===== config.mk =====
export PLATFORM = sky130hd
export DESIGN_NAME = hyperram_bus_arbiter
export DESIGN_NICKNAME = d
export VERILOG_FILES = /design/src/rtl/hyperram_bus_arbiter.sv
export SDC_FILE = /design/constraint.sdc
export NUM_CORES = 1
export LEC_CHECK = 0
export ABC_AREA = 0
export BUFFER_PORTS_ARGS = -buffer_cell sky130_fd_sc_hd__buf_2
export CAP_MARGIN = 20
export CORE_MARGIN = 5
export CORE_UTILIZATION = 42
export CTS_CLUSTER_SIZE = 30
export DETAILED_ROUTE_END_ITERATION = 8
export PLACE_DENSITY_LB_ADDON = 0.25
export SYNTH_ARGS = -nofsm -noshare
export SYNTH_HDL_FRONTEND = slang
export SYNTH_SLANG_ARGS = --single-unit

===== constraint.sdc =====
create_clock -name iClk -period 1.93 [get_ports iClk]
set_input_delay 0 -clock iClk [delete_from_list [all_inputs] [get_ports iClk]]
set_output_delay 0 -clock iClk [all_outputs]
set_load 0.05 [all_outputs]

===== src/rtl/hyperram_bus_arbiter.sv =====
// hyperram_bus_arbiter: two-port round-robin owner of the shared HyperRAM pad bus.
// Drives the pad-mux select/tri-state, with a fixed turnaround gap and hung-owner revocation.
module hyperram_bus_arbiter #(
  parameter int TURN_CYC = 2,
  parameter int MAX_HOLD = 1024,
  parameter int HOLD_W = 16
) (
  input  logic iClk,
  input  logic iRst,
  input  logic iReq1,
  input  logic iReq2,
  input  logic iOe1,
  input  logic iOe2,
  output logic oGnt1,
  output logic oGnt2,
  output logic oWhichWr,
  output logic oTriState,
  output logic oTimeout
);
  typedef enum logic [1:0] {IDLE, OWN1, OWN2, TURN} stateT;
  localparam logic [3:0] TURN_LOAD = 4'(TURN_CYC - 1);
  localparam logic [HOLD_W-1:0] HOLD_LAST = HOLD_W'(MAX_HOLD - 1);
  stateT state, nextState;
  logic [3:0] turnCnt;
  logic [HOLD_W-1:0] holdCnt;
  logic lastOwner, lock1, lock2, eff1, eff2, owning, ownerReq, timeoutHit, newOwn;
  always_ff @(posedge iClk or posedge iRst) begin
    if (iRst) begin
      state <= IDLE;
      turnCnt <= '0;
      holdCnt <= '0;
      lastOwner <= 1'b1;
      oWhichWr <= 1'b0;
      oTimeout <= 1'b0;
      lock1 <= 1'b0;
      lock2 <= 1'b0;
    end else begin
      state <= nextState;
      turnCnt <= state == TURN ? turnCnt - 1'b1 : TURN_LOAD;
      holdCnt <= owning ? holdCnt + 1'b1 : '0;
      lastOwner <= newOwn ? nextState == OWN2 : lastOwner;
      oWhichWr <= newOwn ? nextState == OWN2 : oWhichWr;
      oTimeout <= timeoutHit;
      // a lock survives until its port is seen idle once
      lock1 <= (timeoutHit && state == OWN1) || (lock1 && iReq1);
      lock2 <= (timeoutHit && state == OWN2) || (lock2 && iReq2);
    end
  end
  always_comb begin
    eff1 = iReq1 && !lock1;
    eff2 = iReq2 && !lock2;
    owning = state == OWN1 || state == OWN2;
    ownerReq = state == OWN2 ? iReq2 : iReq1;
    timeoutHit = owning && ownerReq && MAX_HOLD != 0 && holdCnt == HOLD_LAST;
    nextState = state;
    case (state)
      IDLE: nextState = (eff1 && (!eff2 || lastOwner)) ? OWN1 : eff2 ? OWN2 : IDLE;
      OWN1, OWN2: nextState = (!ownerReq || timeoutHit) ? TURN : state;
      default: nextState = turnCnt == '0 ? IDLE : TURN;
    endcase
    newOwn = state == IDLE && nextState != IDLE;
  end
  always_comb begin
    oGnt1 = state == OWN1;
    oGnt2 = state == OWN2;
    oTriState = (oGnt1 && iOe1) || (oGnt2 && iOe2);
  end
endmodule


==> results of run 1 <==
==> metal layers <==
layer,GRT usage,part of all wire,vias to the layer above
met2,0.1988,0.44,15
met4,0.04304,0.016,0
met5,0,0,-
li1,-,-,483
met3,0.02662,0.044,4
met1,0.1509,0.50,461
==> timing repair <==
item                                   4_1_cts  5_1_grt
endpoints found under the hold margin       28        0
hold buffers                                 3        0
gates resized for setup                      0        0
==> worst paths after layout <==
kind | start | to | slack (ns) | cells past startpoint
setup / recovery | state[0] | oWhichWr | 0.13 | 6
hold / removal | iRst | holdCnt[2] | 0.26 | 4
setup reg to reg | state[0] | oWhichWr | 0.13 | 6
hold reg to reg | turnCnt[0] | turnCnt[0] | 0.46 | 1
max in group asynchronous | iRst | lastOwner | 1.36 | 4
min in group iClk | iOe2 | oTriState | 0.43 | 3
==> kinds of logic (layout without fill, tap and decap cells) <==
kind of cell,count (synthesis),in the layout,synth area share
compound gates,16,16,0.09124
simple gates,57,57,0.2448
flops,27,27,0.4887
fa+ha+maj,6,6,0.05420
mux,1,1,0.007227
buf+inv,9,25,0.02529
xor+xnor,14,14,0.08852
==> layout make-up <==
class	count	area [um2]	area share
Clock buffer	4	26.28	0.01694
Timing Repair Buffer	15	95.09	0.06129
Inverter	6	22.52	0.01452
Multi-Input combinational cell	94	675.6	0.4355
Sequential cell	27	676.9	0.4363
Tap cell	44	55.05	0.03548
==> state kept, by name, summed over array words and instances (netlist names) <==
register,cells
holdCnt,16
lastOwner,1
lock1,1
lock2,1
oTimeout,1
oWhichWr,1
state,2
turnCnt,4
==> worst reg2reg max path, cell delays in order (launching register included) <==
cell and delay, ns:
dfrtp_1 0.44, inv_1 0.10, ha_2 0.22, mux2i_1 0.13, or4_1 0.51, o32ai_2 0.19, o22a_1 0.17
==> power groups by stage <==
stage	Combinational, mW	Sequential (mW)	Clock [mW]
6_report	0.794	0.746	0.234
4_1_cts	0.805	0.746	0.248
2_1_floorplan	0.620	0.747	0
3_5_place_dp	0.797	0.759	0
3_3_place_gp	0.785	0.751	0
5_1_grt	0.898	0.758	0.283
==> through the flow <==
stage,setup slack (ns),area (um2),hold WS [ns],util,power (mW)
floorplan,0.09611,1388,0.05197,-,1.367
global placement,0.2461,1495,0.07078,0.4819,1.535
detailed placement,0.1817,1495,0.07846,0.4819,1.556
CTS,0.1333,1551,0.2641,0.5000,1.799
global route,0.03007,1551,0.3079,0.5000,1.940
finish,0.1280,1551,0.2630,0.5000,1.773
==> synth_stat cells, drive strengths merged (2+ instances only) <==
library cell,number,area [um2]
a22o,3,26.28
inv,6,22.52
xor2,4,35.03
ha,6,75.07
nand4,3,18.77
a21oi,2,10.01
and3,5,31.28
nand3,6,30.03
nor2b,3,18.77
clkbuf,2,7.510
o22a,2,17.52
o21ai,3,15.01
nor3,3,20.02
or3,2,12.51
nor2,3,11.26
nor4,2,18.77
nand2,7,26.28
xnor2,10,87.58
a21boi,2,15.01
dfrtp,26,650.6
and2,17,106.4
==> summary.md, run 1 <==
| Metric | Value |
|---|---|
| Status | `finished clean` |
| First-pass GRT wire length | `4153 um` |
| Gpl congestion | `0.8504` |
| Max incr delay on CP | `0.51 ns` |
| Post-CTS Setup Inserts | `0` |
| Placed Cells | `183` |
| CTS tree | `yes` |
| Finished Layout Cells | `190` |
| Final HPWL DP | `1645 um` |
| Psw | `0.7244 mW` |
| Final setup viols | `0` |
| Seq cells post-synth | `27` |
| Layout Skew | `0.01238 ns` |
| Combinational Power Share | `0.448` |
| Ant diodes | `0` |
| Leakage Power | `0.7605 nW` |
| Clk sinks | `27` |
| Worst path slowest cell | `or4_1` |
| Crit path max-delay family | `simple AND/OR/NAND/NOR gates` |
| Fillers | `299` |
| # port buffers | `10` |
| Synth cell types | `36` |
| DRT Wirelength | `2254 um` |
| Hold Vio Cnt, Final | `0` |
| Worst relative slew slack | `0.7696` |
| Syn nets | `142` |
| Total I/O pin count | `11` |
| Die area | `0.004546 mm2` |
| Reg clk slew, reported paths | `0.14 ns` |
| Std cell rows | `20` |
| Area Overhead vs Synth | `12.01%` |
| Post-synth EDFFs | `0` |
| Maximum clock rate | `0.5549 GHz` |
| Crit path cell chain | `inv_1 -> ha_2 -> mux2i_1 -> or4_1 -> o32ai_2 -> o22a_1` |
| Main synth FF type | `dfrtp_1` |
| Synthesized area | `0.001385 mm2` |
| Slew Limit Fails | `0` |
| Worst slew pin tran | `0.3428 ns` |
| CTS buffer count | `3` |
| Die H | `67.43 um` |
| Sw Ratio | `0.4086` |
| Worst Setup End Kind | `flip-flop` |
| Syn avg cell area | `10.65 um2` |
| DRT iter0 DRCs | `39` |
| Seq pwr share | `0.421` |
| Core Footprint | `0.003103 mm2` |
| Routed len/inst | `11.86 um` |
| Post-synthesis sequential area ratio | `0.4887` |
| Clk root buf | `clkbuf_4` |
| CP Buf/Inv Count | `1` |
| Number of routed nets with antenna violations | `0` |
| CP Data Required Time | `2.19 ns` |
| Via Count | `963` |
| Largest net degree at the start of global routing | `28` |
| CP Launch Type | `flip-flop` |
| Final Critical Period | `1.802 ns` |
| Final setup TNS | `0 ns` |
| Via-to-Cell Ratio | `5.068` |
| Max Cap Viol | `0` |
| Most frequent cells in the layout | `26 x dfrtp_1, 17 x and2_1, 10 x xnor2_1, 10 x buf_2, 7 x nand2_1` |
| GR Overflow Total | `0` |
| Initial antenna violation count | `0` |
| GRT Overall Usage | `0.1192` |
| Mapped Cells | `130` |
| Hold Path Class | `primary input to async pin` |
| Number of global-route vias before repair | `1000` |
| Most common cell after layout, fill and taps aside | `dfrtp_1` |
| P_int | `1.049 mW` |
| Worst-skew pair later-pin latency | `0.31 ns` |
| Final nets | `159` |
| Max clock buf depth | `2` |
| Power Density | `1143 mW/mm2` |
| Starting Density | `0.4464` |
| Drc violations | `0` |
| Warnings, synthesis | `0` |
| CP max FO | `4` |
| Asr flop ratio synth | `1.000` |
| Max IR drop VDD | `0.4199 mV` |
| WP data arrival | `2.06 ns` |
| Clock power frac | `0.132` |
| Share of post-route cells with drive strength above 1 | `0.1370` |
| Die Width | `67.43 um` |
| Final period utilization | `0.9337` |
| H-tree depth | `1` |
| DRT Pass-1 Iters | `4` |
| Crit Path Class | `flip-flop to flip-flop` |
| RSZ-0062 raised after global routing | `false` |
No activity file was read; power rests on OpenSTA's default activity.
==> inputs of run 2 (changes only) <==
- CTS_CLUSTER_DIAMETER: not set -> 80
- RECOVER_POWER: not set -> 50
- TNS_END_PERCENT: not set -> 20
==> run 2 against run 1 <==
  * Critical path depth unchanged
  * Register-to-register slack about the same
  * Clock skew about the same
  * Worst hold slack better by 0.17 ns
  * Worst setup slack worse by 0.0012 ns
  * Die area unchanged
  * Global-route usage unchanged
  * Critical path type unchanged
  * Largest cell class unchanged
==> summary.md, run 2 (synthesis results as in run 1) <==
| Metric | Value |
|---|---|
| CP Launch Type | `flip-flop (unchanged)` |
| Crit path cell chain | `inv_1 -> ha_2 -> mux2i_1 -> or4_1 -> o32ai_2 -> o22a_1 (unchanged)` |
| Drc violations | `0 (unchanged)` |
| Via-to-Cell Ratio | `5.111 (was 5.068)` |
| CTS buffer count | `3 (unchanged)` |
| Reg clk slew, reported paths | `0.13 ns (was 0.14 ns)` |
| Worst Setup End Kind | `flip-flop (unchanged)` |
| Ant diodes | `0 (unchanged)` |
| Clk sinks | `27 (unchanged)` |
| CTS tree | `yes (unchanged)` |
| Final period utilization | `0.9343 (was 0.9337)` |
| Combinational Power Share | `0.447 (was 0.448)` |
| Max reg flops | `16 (unchanged)` |
| Area Overhead vs Synth | `11.56% (was 12.01%)` |
| Max incr delay on CP | `0.51 ns (about the same)` |
| Hold Path Class | `primary input to output port (was primary input to async pin)` |
| RSZ-0062 raised after global routing | `false (unchanged)` |
| DRT Wirelength | `2251 um (was 2254 um)` |
| Seq pwr share | `0.421 (about the same)` |
| Psw | `0.7241 mW (was 0.7244 mW)` |
| Maximum clock rate | `0.5546 GHz (was 0.5549 GHz)` |
| DRT iter0 DRCs | `39 (unchanged)` |
| Final nets | `159 (unchanged)` |
| Storage element area | `676.9 um2 (unchanged)` |
| Via Count | `971 (was 963)` |
| Final setup TNS | `0 ns (unchanged)` |
| Total I/O pin count | `11 (unchanged)` |
| Setup WS pre-CTS | `0.1817 ns (unchanged)` |
| Hold Path Stages | `3` |
| Routed len/inst | `11.85 um (was 11.86 um)` |
| Starting Density | `0.4464 (unchanged)` |
| Setup ws final | `0.1267 ns (was 0.1280 ns)` |
| First-pass GRT wire length | `4153 um (unchanged)` |
| Share of post-route cells with drive strength above 1 | `0.1164 (was 0.1370)` |
| Die H | `67.43 um (unchanged)` |
| Max clock buf depth | `2 (unchanged)` |
| Most frequent cells in the layout | `26 x dfrtp_1, 17 x and2_1, 10 x xnor2_1 (was 26 x dfrtp_1, 17 x and2_1, 10 x xnor2_1, 10 x buf_2, 7 x nand2_1)` |
| P_int | `1.047 mW (was 1.049 mW)` |
| Max IR drop VDD | `0.4199 mV (about the same)` |
| Worst relative slew slack | `0.04692 (was 0.7696)` |
| Power Density | `1146 mW/mm2 (was 1143 mW/mm2)` |
| CP Data Required Time | `2.19 ns (about the same)` |
| Gpl congestion | `0.8504 (unchanged)` |
| Fillers | `299 (unchanged)` |
| Core Footprint | `0.003103 mm2 (unchanged)` |
| Initial antenna violation count | `0 (unchanged)` |
| Worst path slowest cell | `or4_1 (unchanged)` |
| Layout Skew | `0.01233 ns (was 0.01238 ns)` |
| Max Cap Viol | `0 (unchanged)` |
| Leakage Power | `0.7483 nW (was 0.7605 nW)` |
| Crit Path Class | `flip-flop to flip-flop (unchanged)` |
| Final setup viols | `0 (unchanged)` |
| Most common cell after layout, fill and taps aside | `dfrtp_1 (unchanged)` |
| # port buffers | `10 (unchanged)` |
| Final HPWL DP | `1645 um (unchanged)` |
| DRT Pass-1 Iters | `4 (unchanged)` |
| Worst-skew pair later-pin latency | `0.32 ns (was 0.31 ns)` |
| GRT Overall Usage | `0.1192 (unchanged)` |
| Top flop regs | `holdCnt x16, turnCnt x4, state x2 (unchanged)` |
| Sw Ratio | `0.4089 (was 0.4086)` |
| H-tree depth | `1 (unchanged)` |
| Hold Vio Cnt, Final | `0 (unchanged)` |
| GR Overflow Total | `0 (unchanged)` |
| Number of global-route vias before repair | `1000 (unchanged)` |
| Die area | `0.004546 mm2 (unchanged)` |
| R2R cell count | `6 (unchanged)` |
| Clock power frac | `0.132 (about the same)` |
| Status | `finished clean (unchanged)` |
| Hold Slack | `0.4318 ns (was 0.2630 ns)` |
| Clk root buf | `clkbuf_4 (unchanged)` |
| Largest net degree at the start of global routing | `28 (unchanged)` |
| WP data arrival | `2.06 ns (about the same)` |
| Footprint of the multi-input gates | `675.6 um2 (unchanged)` |
| Number of routed nets with antenna violations | `0 (unchanged)` |
| Biggest register | `holdCnt (unchanged)` |
| Final Critical Period | `1.803 ns (was 1.802 ns)` |
| Worst slew pin tran | `1.430 ns (was 0.3428 ns)` |
| Die Width | `67.43 um (unchanged)` |
| CP max FO | `4 (unchanged)` |
| Total Power | `1.771 mW (was 1.773 mW)` |
| Slew Limit Fails | `0 (unchanged)` |
| Std cell rows | `20 (unchanged)` |
[run 2: path summary, 6_finish.rpt]
kind	from	endpoint	slack, ns
setup / recovery	state[0]	oWhichWr	0.13
hold / removal	iOe2	oTriState	0.43
setup reg to reg	state[0]	oWhichWr	0.13
hold reg to reg	turnCnt[0]	turnCnt[0]	0.46
max in group asynchronous	iRst	holdCnt[1]	0.41
min in group asynchronous	iRst	holdCnt[2]	0.69
[run 2: power by group through the flow]
stage	Sequential, mW	Clock [mW]	Combinational (mW)
6_report	0.746	0.234	0.791
2_1_floorplan	0.747	0	0.620
3_5_place_dp	0.759	0	0.797
4_1_cts	0.746	0.248	0.805
5_1_grt	0.758	0.283	0.897
3_3_place_gp	0.751	0	0.785
[run 2: cell type report]
cell class | instances | area share
Inverter | 6 | 0.01457
Sequential cell | 27 | 0.4381
Timing Repair Buffer | 15 | 0.05749
Multi-Input combinational cell | 94 | 0.4372
Clock buffer | 4 | 0.01700
Tap cell | 44 | 0.03563
[run 2: layer usage]
layer	GRT usage	vias up	wire [um]
li1	-	484	-
met1	0.1509	470	1142
met2	0.1988	13	994
met3	0.02662	4	78
met4	0.04304	0	36
met5	0	-	0
[run 2: what timing repair did]
action                                 4_1_cts  5_1_grt
resized for setup                            0        0
endpoints found under the hold margin       28        0
buffers inserted                             0        0
hold buffers                                 3        0
[run 2: metrics by stage]
stage                     instances  utilization  cell area, um2
after floorplan                 130            -            1388
after global routing            190       0.4980            1545
after detailed placement        183       0.4819            1495
after CTS                       190       0.5000            1551
final                           190       0.4980            1545
after global placement          183       0.4819            1495
[run 2: critical path: cells and delay by family, from the launching register on]
| kind | cells | cell delay (ns) |
|---|---|---|
| compound gates | 2 | 0.36 |
| fa+ha+maj | 1 | 0.22 |
| buf+inv | 1 | 0.10 |
| flops | 1 | 0.44 |
| mux | 1 | 0.13 |
| simple gates | 1 | 0.51 |
